[src/rtl/mips_pkg.sv]
// Shared types and constants for the MIPS fetch stage.
package mips_pkg;

  localparam int OPCODE_W = 6;
  localparam int INSTR_W  = 32;
  localparam logic [31:0] PC_INC = 32'd4;

  // Fetch FSM states; DROP waits out a fetch that a redirect made stale.
  typedef enum logic [1:0] {
    IDLE  = 2'd0,
    FETCH = 2'd1,
    DROP  = 2'd2
  } fetch_state_e;

  // Force an address onto a word boundary.
  function automatic logic [31:0] align_word(input logic [31:0] addr);
    return addr & 32'hFFFF_FFFC;
  endfunction

endpackage

[src/rtl/mips_pc_reg.sv]
// Program counter register with next-PC select: hold, advance by one word,
// or load a word-aligned redirect target. Redirect wins over advance.
module mips_pc_reg
  import mips_pkg::*;
#(
  parameter logic [31:0] RESET_PC = 32'h0000_0000
) (
  input  logic        clk,
  input  logic        rst,
  input  logic        inc,
  input  logic        redirect,
  input  logic [31:0] redirect_pc,
  output logic [31:0] pc
);

  logic [31:0] pc_next;

  // Next-PC mux; the +4 wraps naturally modulo 2^32.
  always_comb begin
    pc_next = pc;
    if (redirect) begin
      pc_next = align_word(redirect_pc);
    end else if (inc) begin
      pc_next = pc + PC_INC;
    end
  end

  // PC register, asynchronously reset to the boot address.
  always_ff @(posedge clk or posedge rst) begin
    if (rst) begin
      pc <= RESET_PC;
    end else begin
      pc <= pc_next;
    end
  end

endmodule

[src/rtl/mips_fetch_unit.sv]
// Instruction-fetch stage: PC, req/ack fetch FSM and one-entry output
// register feeding the main decoder.
// Optional build macro MIPS_FETCH_PERF_EN adds FetchCount/FlushCount.
//
// Handshake: a fetch completes on any cycle where IMemReq and IMemAck are
// both high; IMemAddr is held stable while IMemReq waits for IMemAck. The
// output register is consumed on any cycle with InstrValid && !Stall.
module mips_fetch_unit
  import mips_pkg::*;
#(
  parameter logic [31:0] RESET_PC = 32'h0000_0000
) (
  input  logic                CLK,
  input  logic                RST,
  output logic                IMemReq,
  output logic [31:0]         IMemAddr,
  input  logic                IMemAck,
  input  logic [31:0]         IMemRdata,
  input  logic                Stall,
  input  logic                Redirect,
  input  logic [31:0]         RedirectPC,
  output logic [INSTR_W-1:0]  Instr,
  output logic [31:0]         PCPlus4,
  output logic                InstrValid,
  output logic [OPCODE_W-1:0] Opcode
`ifdef MIPS_FETCH_PERF_EN
  ,
  output logic [31:0]         FetchCount,
  output logic [31:0]         FlushCount
`endif
);

  fetch_state_e state;
  fetch_state_e state_next;
  logic [31:0]  pc;
  logic [31:0]  drop_addr;
  logic         accept;
  logic         keep;
  logic         consume;

  // PC register with hold / +4 / redirect selection.
  mips_pc_reg #(
    .RESET_PC (RESET_PC)
  ) u_pc_reg (
    .clk         (CLK),
    .rst         (RST),
    .inc         (keep),
    .redirect    (Redirect),
    .redirect_pc (RedirectPC),
    .pc          (pc)
  );

  // FSM next state and request decode.
  always_comb begin
    state_next = state;
    IMemReq    = 1'b0;
    unique case (state)
      IDLE: begin
        state_next = FETCH;
      end
      FETCH: begin
        IMemReq = !(InstrValid && Stall);
        if (Redirect && IMemReq && !IMemAck) begin
          state_next = DROP;
        end
      end
      DROP: begin
        IMemReq = 1'b1;
        if (IMemAck) begin
          state_next = FETCH;
        end
      end
      default: begin
        state_next = IDLE;
      end
    endcase
  end

  // While dropping, keep presenting the stale address until it is acked.
  assign IMemAddr = (state == DROP) ? drop_addr : pc;
  assign accept   = (state == FETCH) && IMemReq && IMemAck;
  assign keep     = accept && !Redirect;
  assign consume  = InstrValid && !Stall;
  assign Opcode   = Instr[INSTR_W-1 -: OPCODE_W];

  // FSM state register.
  always_ff @(posedge CLK or posedge RST) begin
    if (RST) begin
      state <= IDLE;
    end else begin
      state <= state_next;
    end
  end

  // Remember the outstanding address when a redirect orphans it.
  always_ff @(posedge CLK or posedge RST) begin
    if (RST) begin
      drop_addr <= 32'h0;
    end else if ((state == FETCH) && (state_next == DROP)) begin
      drop_addr <= pc;
    end
  end

  // Output register: redirect flushes, accept fills, consume empties.
  always_ff @(posedge CLK or posedge RST) begin
    if (RST) begin
      Instr      <= '0;
      PCPlus4    <= 32'h0;
      InstrValid <= 1'b0;
    end else if (Redirect) begin
      InstrValid <= 1'b0;
    end else if (keep) begin
      Instr      <= IMemRdata;
      PCPlus4    <= pc + PC_INC;
      InstrValid <= 1'b1;
    end else if (consume) begin
      InstrValid <= 1'b0;
    end
  end

`ifdef MIPS_FETCH_PERF_EN
  // Performance counters: kept fetches and redirect cycles, free-running.
  always_ff @(posedge CLK or posedge RST) begin
    if (RST) begin
      FetchCount <= 32'h0;
      FlushCount <= 32'h0;
    end else begin
      if (keep) begin
        FetchCount <= FetchCount + 32'd1;
      end
      if (Redirect) begin
        FlushCount <= FlushCount + 32'd1;
      end
    end
  end
`endif

endmodule

[config.mk]
export PLATFORM = sky130hd
export DESIGN_NAME = mips_fetch_unit
export DESIGN_NICKNAME = d
export VERILOG_FILES = /design/src/rtl/mips_pkg.sv /design/src/rtl/mips_pc_reg.sv /design/src/rtl/mips_fetch_unit.sv
export SDC_FILE = /design/constraint.sdc
export NUM_CORES = 1
export LEC_CHECK = 0
export CELL_PAD_IN_SITES_DETAIL_PLACEMENT = 1
export CELL_PAD_IN_SITES_GLOBAL_PLACEMENT = 1
export CORE_ASPECT_RATIO = 1.1
export CORE_UTILIZATION = 40
export CTS_CLUSTER_DIAMETER = 60
export DETAILED_ROUTE_END_ITERATION = 16
export GPL_TIMING_DRIVEN = 0
export PLACE_DENSITY_LB_ADDON = 0.1
export SLEW_MARGIN = 40
export SYNTH_ARGS = -nofsm -noshare
export SYNTH_HDL_FRONTEND = slang
export SYNTH_HIERARCHICAL = 1
export SYNTH_SLANG_ARGS = --single-unit
[constraint.sdc]
create_clock -name CLK -period 5.5 [get_ports CLK]
set_clock_uncertainty 0.05 [all_clocks]
set_input_delay 1.65 -clock CLK [delete_from_list [all_inputs] [get_ports CLK]]
set_output_delay 1.65 -clock CLK [all_outputs]
set_load 0.005 [all_outputs]
After elaboration in Yosys (flattened, before gate mapping)
Cells that the tools add are included. W data, S select, Z words.

Bits in registers: 131. Input bits: 69. Output and inout bits: 104. Logic and storage cells: 37.

$add $sub $neg: 1. Equality and inequality tests: 3. Mux-type cells: 10. Bitwise gates (word level): 1. Reduce and logical (&&, ||, !) cells: 16.

Operators by type and width (count): $mux W32 (3); $add A32 B3 Y32 const B (1); $logic_and A1 B1 Y1 (8); $pmux W2 S3 (1); $eq A2 B2 Y1 const B (2); $logic_not A1 Y1 (4); $mux W2 (2); $mux W1 (3); $reduce_bool A3 Y1 (1); $eq A2 B1 Y1 const B (1); $logic_not A2 Y1 (1); $pmux W1 S2 (1); $reduce_and A2 Y1 (1); $reduce_bool A2 Y1 (1); $not A1 Y1 (1).

Longest topological paths before layout
Word-level depth: 8. Depth in mapped cells: 12. Gate-level depth less buffers: 9.

By module
Netlist, hierarchy kept.

Modules (own cells, without submodules): mips_fetch_unit (instances 1, cells each 479, area an instance 4784.6 µm², seq. area each 2477.4 µm²); mips_pc_reg (instances 1, cells each 197, area an instance 1788.0 µm², seq. area each 750.7 µm²).

Worst setup path before layout
OpenSTA, ideal clock, no wires.

Path type: in2reg. Start point: input port Redirect. End point: register u_pc_reg.pc[18]. Library setup time: 0.069 ns. Data arrival time: 3.584 ns. Data required time: 5.381 ns. Setup slack: 1.797 ns. Cell stages on the path: 9. Buffers on the path: 2. Path through: nand4b_1 > o21bai_1 > inv_1 > clkbuf_1 > and4_2 > nand4_4 > buf_6 > or4_1 > nand3_1.

Cells in the longest elaborated chain, start to end: 3. Elaborated cells on any way between the ends: 4. Those cells by class: mux: 1; reduce/logical: 3.

RTL lines: from (decl) (RTL line mips_fetch_unit.sv:20) `input logic Redirect,`; $logic_not A1 Y1 (RTL line mips_fetch_unit.sv:82) `assign keep = accept && !Redirect;`; $logic_and A1 B1 Y1 (RTL line mips_fetch_unit.sv:82); via keep (RTL line mips_fetch_unit.sv:38) `logic keep;`; $reduce_bool A2 Y1 (no line); to (signal assigned) (RTL line mips_pc_reg.sv:33) `pc <= pc_next;`; to (decl) (RTL line mips_pc_reg.sv:13) `output logic [31:0] pc`.

The timed path passes the listed nets, and every way through them passes these cells. A chain may end at the register's enable or synchronous reset.

Final worst setup path
Start point: register state[0]. End point: output port IMemAddr[20].

Cells in the longest elaborated chain, start to end: 2.

RTL lines: from (decl) (RTL line mips_fetch_unit.sv:33) `fetch_state_e state;`; from (signal assigned) (RTL line mips_fetch_unit.sv:91) `state <= state_next;`; $eq A2 B2 Y1 (RTL line mips_fetch_unit.sv:80) `assign IMemAddr = (state == DROP) ? drop_addr : pc;`; $mux W32 (RTL line mips_fetch_unit.sv:80); to (decl) (RTL line mips_fetch_unit.sv:16) `output logic [31:0] IMemAddr,`.

No other way between the ends.

==> results.cfg <==
[outcome]
run_status = completed

[synthesis]
synth_sequential_area_ratio_pct = 49.1
postSynthCellCount = 676
yosysWarningCount = 6
syn_area_per_cell_sq_um = 9.72
mapped_cell_area_sq_um = 6570
synth-async-reset-ratio_pct = 100
ys.flop_type = sky130_fd_sc_hd__dfrtp_1
post_synthesis_cell_type_count = 46
synth_enable_flop_cells = 0
synth-seq-cells = 129

[routing]
route.final.wire_length_microns = 20600
dr_total_vias = 5913
detail_route.vias_per_cell = 5.48
first_iter_violations = 192
final_antenna_net_count = 0
firstDrtPassIters = 5
drc_errors = 0
post_drt_wl_per_cell_microns = 19.1

[global_routing]
first_global_vias = 6396
grt_overflow_total = 0
gr-usage-met2_pct = 44.5
first_pass_grt_wire_length_microns = 33300
grtUsageMet1_pct = 30.4
grt_max_degree = 57
groute.usage.overall_pct = 25.2
globalRoute.busiestLayer = met2
use_met3_pct = 5.04
antenna_violations_before_repair = 0

[sta]
setup_viol = 0
tightest_slew_ps = 724
final-hold-violation-count = 0
final_critical_path_setup_slack_ps = 729
rsz0062_at_grt = false
period_needed_ps = 4770
max_freq_mhz = 210
timing_max_transition_violations_final = 0
final.period_utilization_pct = 86.7
max_slew_headroom_pct = 51.8
worst_hold_slack_ps = 424

[layout]
insertedDiodeCount = 0
nNetsFinal = 943
layout.filler_cells = 1781
flow.area_growth_from_synthesis_pct = 39.1
most-common-layout-cells = sky130_fd_sc_hd__clkdlybuf4s50_1 (170), sky130_fd_sc_hd__nand2_1 (159), sky130_fd_sc_hd__dfrtp_1 (129), sky130_fd_sc_hd__mux2_2 (63), sky130_fd_sc_hd__o21ai_0 (43)
drive_gt1_share_pct = 13.4
finalInstanceArea_sq_um = 9140
mostFrequentLayoutCell = sky130_fd_sc_hd__clkdlybuf4s50_1

[placed_design]
dp.final_hpwl_microns = 14900
port_buffers = 170
placedInstanceArea_sq_um = 8560
finalWeightedCongestion = 0.810
pre_cts_ws_ps = 598

[worst_hold_path]
worstHoldPathType = reg2reg
min_delay_path_depth = 2
hold_start = Instr[6]

[die]
die_footprint_sq_um = 16900
initial_core_util_pct = 41.5
core-area_sq_um = 15900
dieHeight_microns = 136
core.rowCount = 48
die_width_microns = 124
io_pins = 173

[clock_tree]
ctsResizeCount = 0
tritoncts = done
clkSinkCount = 129
num_cts_buffers = 17
cts-htree-levels = 4
hold_buffers = 0
clockBufferDepth = 2
clock_insertion_delay_at_the_later_pin_of_the_skew_report_ps = 420
ctsRootBufferMaster = sky130_fd_sc_hd__clkbuf_16
post_cts.repair.setup_buffers = 0
clkTransAtPathRegs_ps = 50

[pwr]
seq_power_share_pct = 37.1
ir_worst_vdd_mv = 0.226
net_load_switching_power_mw = 1.29
switching_share_pct = 30.5
power.combinational.fraction_pct = 37.0
power_leakage_nw = 3.81
power.density_cell_area_nw_per_um2 = 461
share_clk_of_total_power_pct = 25.9
power_report.internal_total_mw = 2.93

[critical_path]
setup.reg_to_reg.worst_slack_ps = 2110
worstRegToRegCells = 11
critical_path.endpoint_type = output port
cp_data_arrival_time_ps = 3070
cpLargestDelayFamily = buffers and inverters
cpMaxStageDelayCell = sky130_fd_sc_hd__buf_1
timing.critical_path.slowest_cell_delay_ps = 610
cp-start-kind = flop
critical_path_buf_inv_count = 4
worst_r2r_startpoint = state[0]
cp_max_fo = 10
setup.worst_path.start = state[0]
path_class = reg2out
path_depth = 6
cp_cell_sequence = inv_1 -> ha_1 -> clkbuf_1 -> buf_1 -> mux2_2 -> clkdlybuf4s50_1
worstPathRequired_ps = 3800

[flow_run]
cap_viol_max_count = 0
## synth_stat cells, types with 3 or more instances
master                       n  area [sq um]
sky130_fd_sc_hd__dfrtp_1   129          3230
sky130_fd_sc_hd__xor2_1     17           149
sky130_fd_sc_hd__mux2_2     63           709
sky130_fd_sc_hd__a31oi_1    26           163
sky130_fd_sc_hd__o211ai_1    5          37.5
sky130_fd_sc_hd__buf_4       9          67.6
sky130_fd_sc_hd__or3_1      13          81.3
sky130_fd_sc_hd__and3_1      9          56.3
sky130_fd_sc_hd__xnor2_1     8          70.1
sky130_fd_sc_hd__o41ai_1     3          26.3
sky130_fd_sc_hd__clkbuf_1   27           101
sky130_fd_sc_hd__o31ai_1    10          75.1
sky130_fd_sc_hd__or4_1      15           113
sky130_fd_sc_hd__buf_1       4          15.0
sky130_fd_sc_hd__buf_6       4          45.0
sky130_fd_sc_hd__and4_1      4          35.0
sky130_fd_sc_hd__nand4_1    18           113
sky130_fd_sc_hd__inv_1       9          33.8
sky130_fd_sc_hd__nor2_1     33           124
sky130_fd_sc_hd__nand2_1   159           597
sky130_fd_sc_hd__ha_1        6          75.1
sky130_fd_sc_hd__or4b_1      4          40.0
sky130_fd_sc_hd__nand3_1    24           120
sky130_fd_sc_hd__buf_2       4          20.0
sky130_fd_sc_hd__o21ai_0    43           215
## stage by stage
step / total power, mW / instances / TNS, ps / util (%)
floorplan: 2.21 / 677 / 0 / -
global placement: 3.03 / 1047 / -37850 / 53.8
detailed placement: 3.13 / 1048 / 0 / 54.0
CTS: 4.25 / 1079 / 0 / 57.6
global route: 4.45 / 1080 / 0 / 57.6
finish: 4.21 / 1080 / 0 / 57.6
## routing by layer
layer,part of all wire [%],vias to the layer above
met3,4.1,24
met2,51,155
met4,1.5,0
met5,0,-
li1,-,2769
met1,43,2965
## cells by family after synthesis
family,Yosys count,synth area share (%)
muxes,64,10.9
adders and majority gates,6,1.14
xor gates and xnor gates,25,3.33
and+or+nand+nor,298,22.3
DFF,129,49.1
AOI/OAI and AO/OA,95,8.76
buffers and inverters,58,4.36
other,1,0.0571
## sequential cells by signal (all words and copies together) (netlist names)
register / flops
state: 2
InstrValid: 1
Instr: 32
PCPlus4: 32
drop_addr: 32
u_pc_reg/pc: 30
## final cells by class
type	count	area (sq um)	area share [%]
flip-flops and latches	129	3230	35.3
plain buffers	48	249	2.72
repair buffers	172	1740	19.0
inverters	10	45.0	0.493
well taps	200	250	2.74
clock inverters	6	80.1	0.876
multi-input cells	490	3060	33.5
clock buffers	25	485	5.31
## final timing paths
path,endpoint
worst max-delay path,IMemAddr[20]
worst min-delay path,Instr[6]
worst max register to register,u_pc_reg/pc[20]
worst min register to register,Instr[6]
max in group asynchronous,drop_addr[30]
min in group asynchronous,drop_addr[7]
## worst min-delay path, stage by stage (launching register included)
cell and delay [ps]:
sky130_fd_sc_hd__dfrtp_1 340, sky130_fd_sc_hd__nand2_1 50, sky130_fd_sc_hd__nand2_1 50
## power by group through the flow
| stage | clock [mW] | combinational (mW) | sequential, mW |
|---|---|---|---|
| final | 1.09 | 1.56 | 1.56 |
| after global routing | 1.15 | 1.69 | 1.61 |
| after CTS | 1.11 | 1.58 | 1.56 |
| after detailed placement | 0 | 1.56 | 1.57 |
| after global placement | 0 | 1.49 | 1.54 |
| after floorplan | 0 | 0.683 | 1.53 |
No activity file was read; power rests on OpenSTA's default activity.
==> RTL edit 1, RTL diff (same settings) <==
Re-encode `fetch_state_e` (3 states) as one-hot, 3 bits wide.
--- a/src/rtl/mips_pkg.sv
+++ b/src/rtl/mips_pkg.sv
@@ -8,6 +8,6 @@
   // Fetch FSM states; DROP waits out a fetch that a redirect made stale.
-  typedef enum logic [1:0] {
-    IDLE  = 2'd0,
-    FETCH = 2'd1,
-    DROP  = 2'd2
+  typedef enum logic [2:0] {
+    IDLE  = 3'b001,
+    FETCH = 3'b010,
+    DROP  = 3'b100
   } fetch_state_e;
Behaviour: no difference found for any inputs over 4 cycles, from zero or initial values and one cycle with RST high; so few cycles prove little.
==> RTL edit 1 against the original RTL <==
Sequential cell count rose by 1. Critical endpoint is now IMemAddr[12]. First-iteration DRC count rose by 25%. Worst setup slack improved by 0.013 ns. Synthesized area fell by 0.32%. Utilization barely moved. Critical path type unchanged. Final area barely moved. Total power fell by 4.9%. Wire length fell by 1.1%.
==> RTL edit 1: results (changes against the original RTL) <==
metric	value	unit	change
synth_adder_area_share	0.382	%	-0.76 points
hold_start	Instr[18]$_DFFE_PP0P_		
final_layout_size_suffix_gt1_share	14.9	%	+1.4 points
groute.layer.met2.usage	44.7	%	+0.19 points
worst_pin_slew	0.669	ns	-0.0545 ns
grt_pass1_wl	32000	um	-3.9%
wl_per_cell	18.9	um	-0.63%
vdd_drop_max	261	uV	+16%
place_area	8540	um2	-0.25%
slowest_delay	0.50	ns	-0.11 ns
dr.pass1.iters	4		-1
hpwl	14500	um	-2.7%
m1WireLength	8710	um	-1.9%
place.gp.congestion	0.845		+4.3%
grt_use_met1	30.5	%	+0.055 points
synth_compound_area_share	8.52	%	-0.24 points
synth-seq-area-share	49.7	%	+0.56 points
grt_max_degree	73		+28%
outcome	finished clean		
use_met3	4.66	%	-0.38 points
drt_first_iter_violations	240		+25%
nets	933		-1.1%
route.met2.wl	10400	um	-1.3%
timing.rr.start	state[2]$_DFF_PP0_		
grt_pass1_vias	6072		-5.1%
netlist_top_cells_area	dfrtp_1, mux2_2, nand2_1		
yosys.cell_types.count	51		+11%
muxShareOfSynthArea	10.8	%	-0.14 points
gr-usage-all-layers	25.1	%	about the same
wl_met3	923	um	+11%
synth-xor-area-share	3.61	%	+0.28 points
via_per_inst	5.39		-1.5%
-- RTL edit 1: worst register-to-register path, cell delays in order (launching register included) --
cell and delay [ns]:
dfrtp_1 0.43, or3b_1 0.42, or3_1 0.49, inv_2 0.09
buf_2 0.24, buf_2 0.37, and4_2 0.36, nand4_4 0.17
buf_6 0.20, or4_1 0.50, nand3_1 0.11
-- RTL edit 1: power breakdown --
group          leakage [uW]  switching (uW)  internal (uW)
clock              0.000274             420            693
combinational       0.00194             501            797
sequential          0.00157             267           1330
-- RTL edit 1: through the flow --
step | TNS, ns | util, % | cells | worst slack (ns)
after floorplan | 0 | - | 672 | 1.18
after global placement | -39.57 | 53.7 | 1042 | -0.407
after detailed placement | 0 | 53.9 | 1043 | 0.476
after CTS | 0 | 57.6 | 1075 | 0.692
after global routing | 0 | 57.6 | 1075 | 0.599
final | 0 | 57.6 | 1075 | 0.742
-- RTL edit 1: final timing paths --
kind | endpoint | slack [ns] | depth (start not counted)
worst min-delay path | Instr[18]$_DFFE_PP0P_ | 0.42 | 2
worst max register to register | u_pc_reg/pc[18]$_DFFE_PP0N_ | 2.00 | 10
worst max-delay path | IMemAddr[12] | 0.74 | 6
max in group asynchronous | state[0]$_DFF_PP1_ | 3.13 | 3
min in group asynchronous | drop_addr[14]$_DFFE_PP0P_ | 1.60 | 2
worst min register to register | Instr[18]$_DFFE_PP0P_ | 0.42 | 2
-- RTL edit 1: final cells by class --
cell class	instances	area, um2
Sequential cell	130	3250
Clock inverter	7	72.6
Timing Repair Buffer	171	1730
Buffer	44	249
Multi-Input combinational cell	490	3030
Fill cell	1774	6720
Inverter	8	37.5
Tap cell	200	250
Clock buffer	25	515
==> RTL edit 2, RTL diff (same flow settings) <==
Made on the original files. Add a define of `MIPS_FETCH_PERF_EN`.
--- a/src/rtl/mips_fetch_unit.sv
+++ b/src/rtl/mips_fetch_unit.sv
@@ -7,2 +7,4 @@
 // output register is consumed on any cycle with InstrValid && !Stall.
+`define MIPS_FETCH_PERF_EN
+
 module mips_fetch_unit
Behaviour (old outputs only; new: FetchCount and FlushCount): unchanged (equiv_simple and equiv_induct, registers matched by name and starting in step).
==> RTL edit 2 against the original RTL <==
Final area increased by 40%. Worst setup slack got worse by 0.33 ns. Wire length increased by 27%. Total power increased by 26%. Clock power increased by 17%. Sequential cell count increased by 64. Via count increased by 24%. Synthesized area increased by 41%. Combinational power increased by 21%. Largest power group unchanged.
==> RTL edit 2: results (changes against the original RTL) <==
metric	value	unit	change
htree_levels	4		unchanged
grt_pass1_vias	7654		+20%
cts_setup_buffers	0		unchanged
cts_buffers	17		unchanged
place.gp.congestion	0.778		-4.0%
yosysWarnings	6		unchanged
crit_path_top_delay_cell	buf_1		
groute.layer.met2.usage	40.0	%	-4.5 points
r2r_setup_slack	1.47	ns	-0.64 ns
synth-seq-area-share	52.1	%	+3.0 points
worst_pin_slew	0.747	ns	+0.0236 ns
io_buffers	234		+38%
hpwl	19800	um	+33%
grt_use_met1	29.4	%	-1.0 points
finish.instance_area	12800	um2	+40%
final_layout_size_suffix_gt1_share	15.2	%	+1.8 points
grt_max_degree	31		-46%
use_met3	3.50	%	-1.5 points
grt_pass1_wl	42400	um	+27%
min_path_type	flop to flop		
dr.pass1.iters	4		-1
outcome	finished clean		
arrival	5.42	ns	+2.35 ns
clk_latency	0.44	ns	+0.02 ns
cp_max_fo	15		+5
drc	0		unchanged
vdd_drop_max	171	uV	-24%
antenna_found_initial	0		unchanged
n_fill_cell	2468		+39%
power.leakage	0.00518	uW	+36%
place_area	12200	um2	+42%
gr-usage-all-layers	23.0	%	-2.2 points
drt_first_iter_violations	261		+36%
finalWirelength	26100	um	+27%
yosys.cell_types.count	50		+8.7%
rr_worst_depth	11		unchanged
crit_family	simple AND/OR/NAND/NOR gates		
clockBufferDepth	2		unchanged
path_clk_slew	0.07	ns	+0.02 ns
min_path_cells	1		-1
via_per_inst	5.22		-4.7%
nets	1174		+24%
synth_common_cells	dfrtp_1, mux2_2, nand2_1, xnor2_1, nor2_1		
netlist_top_cells_area	dfrtp_1, mux2_2, xnor2_1		
slowest_delay	0.62	ns	
-- RTL edit 2: changes by cell type after synthesis, sizes merged, moves of 16 or more --
cell	delta
a21oi	+30
nor3	+16
nand3	+24
nand2	-93
mux2	+35
dfrtp	+64
xor2	+20
xnor2	+58
o21ai	-20
nor2	+27
-- RTL edit 2: report_power, final --
part	internal, uW	total, uW	switching, uW
Clock	669	1270	597
Sequential	1840	2160	314
Combinational	1170	1890	717
Total	3680	5310	1630
-- RTL edit 2: kinds of logic after synthesis --
group	Yosys count	share of synthesized area, %
DFF	193	52.1
other	1	0.0405
adders and majority gates	8	1.08
and+or+nand+nor	297	17.2
buffers and inverters	53	2.85
xor gates and xnor gates	103	9.74
muxes	99	12.0
AOI/OAI and AO/OA	81	4.96
-- RTL edit 2: per-layer routing --
metal  wire [um]  part of all wire [%]
met5           0                     0
met1       11200                    43
met3         714                   2.7
met2       13700                    53
met4         416                   1.6
-- RTL edit 2: worst paths after layout --
kind | startpoint | to
max | Redirect | u_pc_reg/pc[20]$_DFFE_PP0N_
min | FetchCount[31]$_DFFE_PP0P_ | FetchCount[31]$_DFFE_PP0P_
max reg2reg | state[0]$_DFF_PP0_ | u_pc_reg/pc[20]$_DFFE_PP0N_
min reg2reg | FetchCount[31]$_DFFE_PP0P_ | FetchCount[31]$_DFFE_PP0P_
max in group asynchronous | RST | FlushCount[10]$_DFFE_PP0P_
min in group asynchronous | RST | drop_addr[9]$_DFFE_PP0P_
-- RTL edit 2: per-stage QoR --
stage | setup slack, ns | total power, uW | instances | hold slack (ns) | setup TNS [ns]
after CTS | 0.157 | 5390 | 1410 | 0.430 | 0
final | 0.399 | 5310 | 1410 | 0.419 | 0
after global routing | 0.116 | 5610 | 1410 | 0.464 | 0
after detailed placement | -0.281 | 4100 | 1378 | 0.416 | -3.53
after global placement | -0.227 | 4010 | 1370 | 0.410 | -2.24
after floorplan | 1.22 | 2960 | 836 | 0.418 | 0
-- RTL edit 2: final cells by class --
type	instances	area [um2]	share of cell area (%)
timing repair buffer	242	2540	19.9
buffer	42	223	1.74
clock buffer	19	453	3.54
clock inverter	13	141	1.11
sequential	193	4830	37.8
inverter	11	45.0	0.352
tap	300	375	2.94
multi-input combinational	590	4180	32.7
-- RTL edit 2: repair_timing --
action,CTS,global route
resized for setup,0,1
setup endpoints to repair,0,12
hold buffers,0,0
-- RTL edit 2: worst register-to-register path, stage by stage, from the launching register on --
cell	delay, ns
dfrtp_1	0.45
inv_1	0.10
ha_1	0.33
nand4b_2	0.21
nor2_2	0.42
clkbuf_1	0.43
buf_1	0.62
and4_2	0.42
nand4_4	0.17
buf_6	0.20
or4_1	0.46
nand3_1	0.10
